File: config.mk
export PLATFORM = sky130hd
export DESIGN_NAME = intr_ctrl
export DESIGN_NICKNAME = d
export VERILOG_FILES = /design/src/rtl/intr_ctrl_pkg.sv /design/src/rtl/intr_ctrl_prio_enc.sv /design/src/rtl/intr_ctrl.sv
export SDC_FILE = /design/constraint.sdc
export NUM_CORES = 1
export LEC_CHECK = 0
export BUFFER_PORTS_ARGS = -buffer_cell sky130_fd_sc_hd__buf_2
export CORE_MARGIN = 4
export CORE_UTILIZATION = 43
export CTS_BUF_LIST = sky130_fd_sc_hd__clkbuf_8
export CTS_CLUSTER_DIAMETER = 40
export CTS_CLUSTER_SIZE = 12
export DETAILED_ROUTE_END_ITERATION = 6
export PLACE_DENSITY = 0.64
export REMOVE_ABC_BUFFERS = 1
export SYNTH_ARGS = -nofsm -noshare
export SYNTH_HDL_FRONTEND = slang
export SYNTH_SLANG_ARGS = --single-unit
File: constraint.sdc
create_clock -name clk -period 4.4 [get_ports clk]
set_clock_uncertainty 0.1 [all_clocks]
set_input_delay 0.88 -clock clk [delete_from_list [all_inputs] [get_ports clk]]
set_output_delay 0.88 -clock clk [all_outputs]
set_load 0.1 [all_outputs]
File: src/rtl/intr_ctrl_pkg.sv
// Shared definitions for the interrupt controller.
//   N_IRQ_DEF    : default number of request lines (matches the datapath intr width)
//   MASK_RST_DEF : default reset value of the mask register (all lines masked)
//   state_e      : handshake FSM states (IDLE / REQ / SERVICE)
package intr_ctrl_pkg;

  localparam int N_IRQ_DEF = 8;
  localparam logic [N_IRQ_DEF-1:0] MASK_RST_DEF = 8'hFF;

  typedef enum logic [1:0] {
    ST_IDLE = 2'd0,
    ST_REQ  = 2'd1,
    ST_SERV = 2'd2
  } state_e;

endpackage

File: src/rtl/intr_ctrl_prio_enc.sv
// Combinational fixed-priority encoder, bit 0 highest priority.
// Ports:
//   req : N-bit request vector
//   gnt : one-hot vector selecting the lowest set bit of req (0 when req == 0)
//   any : high when at least one request bit is set
module prio_enc #(
  parameter int N = 8
) (
  input  logic [N-1:0] req,
  output logic [N-1:0] gnt,
  output logic         any
);

  always_comb begin
    logic found;
    gnt   = '0;
    found = 1'b0;
    for (int i = 0; i < N; i++) begin
      if (req[i] && !found) begin
        gnt[i] = 1'b1;
        found  = 1'b1;
      end
    end
    any = found;
  end

endmodule

File: src/rtl/intr_ctrl.sv
// Single-level interrupt controller between peripheral request lines and the
// CPU control unit / datapath vector decoder.
//   - Rising edges on irq set pending bits; mask gates eligibility only.
//   - Lowest-numbered eligible line is granted and held until end of interrupt.
//   - Handshake with the control unit: irq_req -> intr_ack -> intr_eoi.
// Optional build macro:
//   INTR_SYNC_EN : irq passes a 2-flop synchronizer before edge detection
//                  (request-to-irq_req latency 4 clocks instead of 2).
// Ports:
//   clk        : system clock, rising edge
//   reset      : asynchronous active-low reset
//   irq        : peripheral request lines, rising-edge sensitive
//   mask_we    : mask register write strobe
//   mask_in    : new mask value (1 = line masked)
//   intr_ack   : control unit took the vector (pulse, honoured only in REQ)
//   intr_eoi   : control unit returned from interrupt (pulse, honoured only in SERVICE)
//   irq_req    : interrupt request to the control unit (state REQ)
//   intr       : one-hot granted line during REQ and SERVICE, else 0
//   in_service : handler running (state SERVICE)
//   pending    : pending register readback
module intr_ctrl
  import intr_ctrl_pkg::*;
#(
  parameter int               N_IRQ    = N_IRQ_DEF,
  parameter logic [N_IRQ-1:0] MASK_RST = {N_IRQ{1'b1}}
) (
  input  logic             clk,
  input  logic             reset,
  input  logic [N_IRQ-1:0] irq,
  input  logic             mask_we,
  input  logic [N_IRQ-1:0] mask_in,
  input  logic             intr_ack,
  input  logic             intr_eoi,
  output logic             irq_req,
  output logic [N_IRQ-1:0] intr,
  output logic             in_service,
  output logic [N_IRQ-1:0] pending
);

  logic [N_IRQ-1:0] irq_s;
  logic [N_IRQ-1:0] irq_prev;
  logic [N_IRQ-1:0] rise;
  logic [N_IRQ-1:0] mask_q;
  logic [N_IRQ-1:0] pending_q;
  logic [N_IRQ-1:0] pending_clr;
  logic [N_IRQ-1:0] eligible;
  logic [N_IRQ-1:0] pe_gnt;
  logic             pe_any;
  logic [N_IRQ-1:0] gnt_q;
  logic             gnt_ld;
  state_e           state_q;
  state_e           state_d;

  // ---- stage p0: optional input synchronizer ----
`ifdef INTR_SYNC_EN
  logic [N_IRQ-1:0] irq_p0;
  logic [N_IRQ-1:0] irq_p1;

  always_ff @(posedge clk or negedge reset) begin
    if (!reset) begin
      irq_p0 <= '0;
      irq_p1 <= '0;
    end else begin
      irq_p0 <= irq;
      irq_p1 <= irq_p0;
    end
  end

  assign irq_s = irq_p1;
`else
  assign irq_s = irq;
`endif

  // ---- stage p1: edge detect, mask and pending registers ----
  assign rise = irq_s & ~irq_prev;

  // Only the granted line is cleared, and only when the ack is honoured.
  assign pending_clr = (state_q == ST_REQ && intr_ack) ? gnt_q : '0;

  always_ff @(posedge clk or negedge reset) begin
    if (!reset) begin
      irq_prev  <= '0;
      mask_q    <= MASK_RST;
      pending_q <= '0;
    end else begin
      irq_prev <= irq_s;
      if (mask_we) begin
        mask_q <= mask_in;
      end
      // OR-ing rise after the clear lets a fresh edge survive a same-cycle ack.
      pending_q <= (pending_q & ~pending_clr) | rise;
    end
  end

  assign eligible = pending_q & ~mask_q;

  prio_enc #(
    .N (N_IRQ)
  ) u_prio_enc (
    .req (eligible),
    .gnt (pe_gnt),
    .any (pe_any)
  );

  // ---- stage p2: handshake FSM and grant register ----
  always_ff @(posedge clk or negedge reset) begin
    if (!reset) begin
      state_q <= ST_IDLE;
      gnt_q   <= '0;
    end else begin
      state_q <= state_d;
      if (gnt_ld) begin
        gnt_q <= pe_gnt;
      end
    end
  end

  // Grant is captured only when leaving IDLE, so neither mask writes nor new
  // higher-priority edges can disturb an active request or handler.
  always_comb begin
    state_d = state_q;
    gnt_ld  = 1'b0;
    case (state_q)
      ST_IDLE: begin
        if (pe_any) begin
          state_d = ST_REQ;
          gnt_ld  = 1'b1;
        end
      end
      ST_REQ: begin
        if (intr_ack) begin
          state_d = ST_SERV;
        end
      end
      ST_SERV: begin
        if (intr_eoi) begin
          state_d = ST_IDLE;
        end
      end
      default: begin
        state_d = ST_IDLE;
      end
    endcase
  end

  assign irq_req    = (state_q == ST_REQ);
  assign in_service = (state_q == ST_SERV);
  assign intr       = (state_q == ST_REQ || state_q == ST_SERV) ? gnt_q : '0;
  assign pending    = pending_q;

endmodule
## Word-level counts from Yosys, hierarchy flattened

Cells that the tools add are included.

| storage, ports and cells | value |
|---|---|
| bits of input ports | 21 |
| flip-flop bits (word level) | 34 |
| output and inout port bits | 18 |
| word-level logic and storage cells | 58 |

| operators by class | value |
|---|---|
| reduce and logical (&&, ||, !) cells | 18 |
| bitwise logic cells | 7 |
| multiplexer cells | 23 |
| equal/unequal tests | 5 |

Operators by type and width:

| kind | count |
|---|---|
| 8-bit bitwise AND | 3 |
| 8-bit NOT | 3 |
| 1-bit two-way mux | 17 |
| 8-bit two-way mux | 2 |
| 1-bit logical AND | 8 |
| 8-bit bitwise OR | 1 |
| 1-bit zero test | 7 |
| 2-bit two-way mux | 3 |
| 2-bit inequality test (second input constant) | 3 |
| 2-bit one-hot mux with 3 select lines | 1 |
| 3-bit AND reduction | 1 |
| 2-bit by 1-bit == test with 1-bit output (second input constant) | 1 |
| 2-bit == test (second input constant) | 1 |
| 2-bit zero test | 1 |
| 1-bit logical OR | 1 |

## Logic depth before layout (Yosys ltp)

Gate-level depths: netlist of the first run.

| logic depth | value |
|---|---|
| depth after elaboration | 26 |
| gate-level depth with buffers | 7 |
| mapped depth without buffers | 6 |

## Hierarchy

Synthesis of the first run repeated with hierarchy kept, for this count alone.

| unflattened totals | value |
|---|---|
| cell total of the unflattened synthesis | 127 |
| area total of the unflattened synthesis | 1517.7 um^2 |

By module, submodules not included:

| module | area an instance (um^2) | times used | cells each |
|---|---|---|---|
| intr_ctrl | 1421.4 | 1 | 115 |
| prio_enc | 96.3 | 1 | 12 |

## Worst setup path before layout of the first run

OpenSTA, ideal clock, no wires.

| path | value |
|---|---|
| path kind | register to output |
| start | register state_q[1] |
| end | output port intr[0] |
| path buffers | 0 |
| data required time | 3.420 ns |
| path slack | 1.891 ns |
| stages on the path, launching flop included | 4 |
| data arrival time | 1.529 ns |
| cells stage by stage | dfrtp_1 -> inv_1 -> ha_1 -> and2_1 |

| on the way | value |
|---|---|
| longest elaborated chain between the ends | 3 |
| elaborated cells on any way between the ends | 4 |
| classes of those cells | eq/ne: 2; mux: 1; reduce/logical: 1 |

RTL lines:

| element | line | RTL |
|---|---|---|
| start: declaration | intr_ctrl.sv:51 | `state_e state_q;` |
| start signal: assignment | intr_ctrl.sv:111 | `state_q <= state_d;` |
| 2-bit by 1-bit == test with 1-bit output or 2-bit == test (tied branches) | intr_ctrl.sv:148 | `assign intr = (state_q == ST_REQ \|\| state_q == ST_SERV) ? gnt_q : '0;` |
| 1-bit logical OR * | intr_ctrl.sv:148 |  |
| 8-bit two-way mux * | intr_ctrl.sv:148 |  |
| end: declaration | intr_ctrl.sv:35 | `output logic [N_IRQ-1:0] intr,` |

Every way passes the cells marked *; elsewhere a longest branch is shown, timed or not.

## Final worst setup path of the first run

| path | value |
|---|---|
| start | register state_q[1] |
| end | output port intr[7] |

The elaborated chain is that of the path after synthesis.

==> out/metrics.yaml, run 1 <==
worst_slack_ns: 1.60
drc_errors: 0
min_from: "irq_prev[3]$_DFF_PN0_"
fin_setup_tns_ns: 0
cts-htree-levels: 2
wl_per_cell_um: 13.8
crit_path_end_kind: "output pin"
synthFlopType: "dfrtp_1"
hpwl_um: 2270
vdd_drop_max_v: 0.000377
path_clk_slew_ns: 0.07
routed_wirelength_um: 3110
crit_start: "state_q[1]$_DFFE_PN0P_"
synth-edff-count: 0
post-cts-setup-buffer-count: 0
antenna_left: 0
cts-root-buf: "clkbuf_8"
drv_slew: 0
r2r_cells: 4
async_flop_share: 1.00
dieArea_um2: 4630
drt_iter0_drc: 37
finalHoldViolCount: 0
antenna_found_initial: 0
status: "complete, no violations"
hold_buffers: 0
critPathCapture: "intr[7]"
worst_path_max_delay_cell: "ha_1"
crit_path_max_incr_delay_ns: 0.45
p_per_area_nw_per_um2: 709
synth_warnings: 0
diodes: 0
drive_gt1_frac: 0.400
r2r_slack_ns: 2.60
area_delta_synth_final_pct: 21.4
synth_top_area_share: 0.419
max-clock-path-buffers: 2
p_leak_nw: 0.891
insertion_delay_ns: 0.28
gp_congestion: 0.795
synth_commonest_cells: "dfrtp_1 (26), o21ai_0 (18), inv_1 (16), and2_1 (11)"
grt_pass1_vias: 1110
vias_per_cell: 4.90
required_ns: 3.42
nets: 203
dp.cells: 218
critPathMaxFanout: 8
die_h_um: 68.1
syn_area_um2: 1550
via_count: 1107
min_path_type: "reg2reg"
cts_tree: "done"
fmaxAchievable_mhz: 357
cts_buffers: 5
fill_cells: 325
synth_cells: 136
worst-setup-path-type: "reg2out"
r2r_end: "gnt_q[1]$_DFFE_PN0P_"
grt_max_degree: 35
startpoint_type: "flop"
relSlewSlack: 0.506
r2r-start: "state_q[1]$_DFFE_PN0P_"
rows: 21
start_util: 0.454
rsz0062_at_grt: "no"
coreArea_um2: 3420
grt_pass1_wl_um: 4950
grt_use_total: 0.151
cp_cell_sequence: "inv_1, ha_1, and2_1, buf_2"
syn_area_per_cell_um2: 11.4
setup-violations-final: 0
worst_pin_slew_ns: 0.740
dr.pass1.iters: 4
port_buffers: 38
synth_seq_area_share: 0.555
finalCritPeriodShare: 0.636
detailedPlace.worstSlack_ns: 1.90
yosysMostFrequentCell: "dfrtp_1"
cts_resized: 0
ys_ff_latch: 34
dieWidth_um: 68.1
fin_cells: 226
fin_area_um2: 1880
cp.arrival_ns: 1.82
grt-ovfl-total: 0
clock_sinks: 34
ys_types: 30
synth_area_leaders: "dfrtp_1 (42%), dfstp_2 (14%), o21ai_0 (5.8%)"
final.min_clock_period_ns: 2.80
placed_cell_area_um2: 1790
cap_violations: 0
io_pins: 39
yosysTopAreaCell: "dfrtp_1"
-- critical path: cells and delay by family, from the launching register on --
kind | cells | cell delay [ns]
simple gates | 1 | 0.18
flops | 1 | 0.39
fa+ha+maj | 1 | 0.45
buf+inv | 2 | 0.51
-- sequential cells by signal, indices dropped and copies added (netlist names) --
signal,cells
gnt_q,8
mask_q,8
pending,8
state_q,2
irq_prev,8
-- cell usage in the layout (no fill, tap or decap), drive strengths merged, types with 2 or more instances in the layout --
cell,n
nor2,3
a21oi,3
dfrtp,26
dfstp,8
nand3,2
o21ai,18
clkbuf,6
nand3b,2
nor2b,9
and2,11
nand2,8
inv,17
ha,3
nor4,2
nor3,2
buf,38
mux2,10
-- how the worst min path moves through the flow --
stage | endpoint | slack [ns] | cells after the start
detailed placement | pending[1]$_DFF_PN0_ | 0.31 | 1
floorplan | pending[0]$_DFF_PN0_ | 0.30 | 1
global placement | pending[3]$_DFF_PN0_ | 0.30 | 1
CTS | pending[1]$_DFF_PN0_ | 0.32 | 1
finish | pending[3]$_DFF_PN0_ | 0.32 | 1
global route | pending[3]$_DFF_PN0_ | 0.34 | 1
-- metal layers --
| layer | GRT usage | wire, um | vias up |
|---|---|---|---|
| li1 | - | - | 538 |
| met1 | 0.166 | 1280 | 529 |
| met2 | 0.250 | 1560 | 29 |
| met3 | 0.0673 | 199 | 11 |
| met4 | 0.0645 | 70 | 0 |
| met5 | 0 | 0 | - |
-- cells by family (layout without fill, tap and decap cells) --
| kind of cell | Yosys count | in the layout | synth area share |
|---|---|---|---|
| AOI/OAI and AO/OA | 28 | 28 | 0.105 |
| adders and majority gates | 3 | 3 | 0.0242 |
| buffers and inverters | 18 | 62 | 0.0436 |
| DFF | 34 | 34 | 0.555 |
| muxes | 10 | 10 | 0.0774 |
| and+or+nand+nor | 43 | 43 | 0.195 |
-- through the flow --
stage	util	hold slack, ns	power (mW)
floorplan	-	0.300	0.986
global placement	0.525	0.304	1.10
detailed placement	0.525	0.312	1.11
CTS	0.551	0.321	1.35
global route	0.551	0.338	1.40
finish	0.551	0.317	1.33
-- area by class of cell --
type,count,area (um^2),share of cell area
flip-flops and latches,34,861,0.457
multi-input cells,84,623,0.331
repair buffers,38,190,0.101
clock buffers,6,82.6,0.0439
inverters,16,60.1,0.0319
well taps,46,57.6,0.0306
clock inverters,2,8.76,0.00465
-- where the power goes --
group          internal, mW  switching [mW]  leakage, nW
Combinational         0.161           0.523        0.457
Clock                 0.124           0.108       0.0524
Sequential            0.379          0.0395        0.382
No activity file was read; power rests on OpenSTA's default activity.
==> run 2, diff against run 1 <==
Settings changed: PLACE_DENSITY 0.64 to 0.66.
Clock period 4.4 ns to 2.3 ns, I/O delays scaled along.
==> run 2 against run 1 <==
Net effect: final area grew 7.4%; routed wire length fell by 3.0%; non-clock buffer count stayed put; worst setup slack got worse by 1.5 ns; critical path depth stayed put; worst hold slack got worse by 0.18 ns; final cell count is the same; clock-buffer cell count grew 2; via count is 3.0% lower; die area unchanged; core utilization rose by 4.1 points; clock power is 120% higher; critical endpoint is now intr[2]; largest power group unchanged.
==> out/metrics.yaml, run 2 (same netlist as run 1, synthesis figures left out) <==
status: "complete, no violations"
finalCritPeriodShare: 0.961
wl_per_cell_um: 13.3
max-clock-path-buffers: 2
cap_violations: 0
cp.arrival_ns: 1.65
grt_max_degree: 35
routed_wirelength_um: 3020
port_buffers: 38
final_cell_mix: "buf_2 (30), dfrtp_1 (26), o21ai_0 (18), inv_1 (16), and2_1 (11)"
drt_iter0_drc: 43
hold_buffers: 0
grt_use_total: 0.151
area_delta_synth_final_pct: 30.3
grt-ovfl-total: 0
grt_pass1_wl_um: 4970
swShare: 0.471
fill_cells: 315
fin_setup_tns_ns: 0
final_common_cell: "buf_2"
whs_ns: 0.133
p_per_area_nw_per_um2: 1370
dieWidth_um: 68.1
rows: 21
drive_gt1_frac: 0.406
wl_met2_um: 1510
start_util: 0.454
antenna_left: 0
io_pins: 39
r2r_end: "gnt_q[5]$_DFFE_PN0P_"
vdd_drop_max_v: 0.000595
vias_per_cell: 4.75
p_leak_nw: 0.920
seq_area_um2: 861
drt-met1-wl_um: 1300
placed_cell_area_um2: 1910
die_h_um: 68.1
r2r_slack_ns: 0.46
dieArea_um2: 4630
crit_path_end_kind: "output pin"
setup-violations-final: 0
sequentialPowerShare: 0.290
r2r-start: "state_q[1]$_DFFE_PN0P_"
fmaxAchievable_mhz: 452
required_ns: 1.74
p_sw_mw: 1.30
antenna_found_initial: 0
drv_slew: 0
cts-root-buf: "clkbuf_8"
clkPwrFrac: 0.183
path_clk_slew_ns: 0.07
coreArea_um2: 3420
multi_input_area_um2: 623
relSlewSlack: 0.511
fin_util: 0.592
combPwrFrac: 0.527
hpwl_um: 2280
intPower_mw: 1.46
diodes: 0
worst_path_max_delay_cell: "ha_1"
dr.pass1.iters: 4
cp_cell_sequence: "inv_1, ha_1, and2_1, buf_12"
insertion_delay_ns: 0.28
fin_area_um2: 2020
rsz0062_at_grt: "no"
cts_resized: 0
cts_buffers: 5
worst-setup-path-type: "reg2out"
min_path_type: "in2async"
cts-htree-levels: 2
via_count: 1074
nets: 203
grt_pass1_vias: 1112
clock_sinks: 34
critPathMaxFanout: 8
top_layer: "met4"
r2r_cells: 5
gp_congestion: 0.815
startpoint_type: "flop"
drc_errors: 0
finalHoldViolCount: 0
crit_path_max_incr_delay_ns: 0.44
post-cts-setup-buffer-count: 0
worst_pin_slew_ns: 0.734
wl_met3_um: 144
final.min_clock_period_ns: 2.21
cts_tree: "done"
-- run 2: cell types whose count changed in the layout (fill, tap and decap cells not counted), sizes merged --
cell / delta
clkbuf: +2
clkinv: -1
inv: -1
-- run 2: worst max-delay path by stage --
stage               slack, ns  depth (start not counted)                   start                endpoint
floorplan                0.13                          6  state_q[0]$_DFFE_PN0P_  state_q[1]$_DFFE_PN0P_
global placement         0.43                          4  state_q[1]$_DFFE_PN0P_                 intr[2]
detailed placement       0.38                          4  state_q[1]$_DFFE_PN0P_                 intr[2]
CTS                      0.05                          4  state_q[1]$_DFFE_PN0P_                 intr[2]
global route             0.01                          4  state_q[1]$_DFFE_PN0P_                 intr[2]
finish                   0.09                          4  state_q[1]$_DFFE_PN0P_                 intr[2]
-- run 2: final cells by class --
type | count | area share
Clock buffer | 8 | 0.0545
Tap cell | 46 | 0.0285
Sequential cell | 34 | 0.426
Timing Repair Buffer | 38 | 0.153
Inverter | 16 | 0.0297
Multi-Input combinational cell | 84 | 0.308
-- run 2: through the flow --
stage                     std cells  total power [mW]  setup WS (ns)
after floorplan                 134              1.89          0.134
after global placement          218              2.25          0.432
after detailed placement        218              2.28          0.380
after CTS                       226              2.79         0.0549
after global routing            226              2.89         0.0131
final                           226              2.76         0.0899
-- run 2: worst max-delay path, delay by kind of cell (launching register included) --
kind                       cells  cell delay (ns)
buffers and inverters          2             0.29
adders and majority gates      1             0.44
and+or+nand+nor                1             0.24
DFF                            1             0.40
-- run 2: power groups by stage --
stage / Combinational (mW) / Clock [mW] / Sequential, mW
finish: 1.46 / 0.507 / 0.800
global route: 1.53 / 0.546 / 0.814
CTS: 1.47 / 0.519 / 0.801
detailed placement: 1.47 / 0 / 0.812
global placement: 1.45 / 0 / 0.804
floorplan: 0.849 / 0 / 1.04
-- run 2: per-layer routing --
layer / global-route usage / up-vias
met3: 0.0476 / 5
met4: 0.0819 / 0
met2: 0.245 / 20
met1: 0.177 / 511
met5: 0 / -
li1: - / 538
==> run 3, diff against run 2 <==
Settings changed: PLACE_DENSITY 0.66 to 0.64, TNS_END_PERCENT set to 20.
Clock period 2.3 ns to 2.6 ns, I/O delays scaled along.
==> run 3 against run 2 <==
Net effect: final cell count unchanged; worst hold slack improved by 0.059 ns; via count up 3.6%; critical path depth is the same; routed wire length rose by 1.2%; highest routed layer unchanged.
==> out/metrics.yaml, run 3 (same netlist as run 1, synthesis figures left out) <==
rows: 21
startpoint_type: "flop"
setup-violations-final: 0
hold_buffers: 0
r2r_end: "gnt_q[1]$_DFFE_PN0P_"
fmaxAchievable_mhz: 415
start_util: 0.454
post-cts-setup-buffer-count: 0
antenna_left: 0
worst_pin_slew_ns: 0.731
clock_sinks: 34
grt_util_met3: 0.0640
worst_path_max_delay_cell: "ha_1"
r2r-start: "state_q[1]$_DFFE_PN0P_"
cts_buffers: 5
crit_path_end_kind: "output pin"
grt_max_degree: 35
final_common_cell: "buf_2"
dieWidth_um: 68.1
grt-ovfl-total: 0
finalHoldViolCount: 0
coreArea_um2: 3420
crit_path_max_incr_delay_ns: 0.43
r2r_cells: 4
routed_wirelength_um: 3050
relSlewSlack: 0.513
p_per_area_nw_per_um2: 1200
p_leak_nw: 0.891
cts-htree-levels: 2
port_buffers: 38
r2r_slack_ns: 0.80
critPathMaxFanout: 8
hpwl_um: 2280
gp_congestion: 0.795
insertion_delay_ns: 0.28
via_count: 1113
seq_area_um2: 861
status: "complete, no violations"
min_path_type: "in2async"
dp.cells: 218
cts_tree: "done"
path_clk_slew_ns: 0.06
final_cell_mix: "buf_2 (38), dfrtp_1 (26), o21ai_0 (18), inv_1 (17), and2_1 (11)"
path_delay_family: "buffers and inverters"
fill_cells: 312
drive_gt1_frac: 0.400
dr.pass1.iters: 4
drc_errors: 0
globalRouteMet2Util: 0.243
vdd_drop_max_v: 0.000626
io_pins: 39
cap_violations: 0
area_delta_synth_final_pct: 21.4
antenna_found_initial: 0
fin_area_um2: 1880
required_ns: 1.98
fin_cells: 226
cp.arrival_ns: 1.79
multi_input_area_um2: 623
nets: 203
fin_setup_tns_ns: 0
busiest_layer: "met2"
wl_per_cell_um: 13.5
crit_buf_inv: 2
worst-setup-path-type: "reg2out"
die_h_um: 68.1
finalCritPeriodShare: 0.926
placed_cell_area_um2: 1790
diodes: 0
grt_pass1_wl_um: 4990
rsz0062_at_grt: "no"
drt_iter0_drc: 48
final.min_clock_period_ns: 2.41
max-clock-path-buffers: 2
whs_ns: 0.192
cts-root-buf: "clkbuf_8"
grt_use_total: 0.152
drv_slew: 0
grtUsageMet1: 0.176
vias_per_cell: 4.92
dieArea_um2: 4630
grt_pass1_vias: 1099
cts_resized: 0
cp_cell_sequence: "inv_1, ha_1, and2_1, buf_2"
[run 3: cell count changes in the layout (fill, tap and decap cells not counted), sizes merged]
cell	previous run	this run
clkbuf	8	6
clkinv	0	1
inv	16	17
[run 3: worst max path at each step]
stage | startpoint | endpoint | slack, ns | cells past startpoint
final | state_q[1]$_DFFE_PN0P_ | intr[7] | 0.19 | 4
after floorplan | state_q[0]$_DFFE_PN0P_ | state_q[1]$_DFFE_PN0P_ | 0.43 | 6
after detailed placement | state_q[1]$_DFFE_PN0P_ | intr[6] | 0.48 | 4
after global placement | state_q[1]$_DFFE_PN0P_ | intr[2] | 0.50 | 4
after CTS | state_q[1]$_DFFE_PN0P_ | intr[7] | 0.17 | 4
after global routing | state_q[1]$_DFFE_PN0P_ | intr[7] | 0.08 | 4
[run 3: stage by stage]
step                      total power [mW]  setup slack, ns   util
after floorplan                       1.67            0.434      -
after global placement                1.86            0.495  0.525
after detailed placement              1.88            0.479  0.525
after CTS                             2.28            0.165  0.551
after global routing                  2.37           0.0817  0.551
final                                 2.25            0.193  0.551
[run 3: area by class of cell]
type                            instances  area share
Inverter                               16      0.0319
Multi-Input combinational cell         84       0.331
Sequential cell                        34       0.457
Timing Repair Buffer                   38       0.101
Clock buffer                            6      0.0439
Tap cell                               46      0.0306
Clock inverter                          2     0.00465
[run 3: where the power goes]
part / internal (mW) / switching, mW / total, mW
combinational: 0.272 / 0.883 / 1.16
clock: 0.209 / 0.180 / 0.389
sequential: 0.641 / 0.0659 / 0.707
total: 1.12 / 1.13 / 2.25
[run 3: routing by layer]
metal / up-vias / share of wire
li1: 540 / -
met1: 540 / 0.42
met2: 26 / 0.50
met3: 7 / 0.056
met4: 0 / 0.022
met5: - / 0
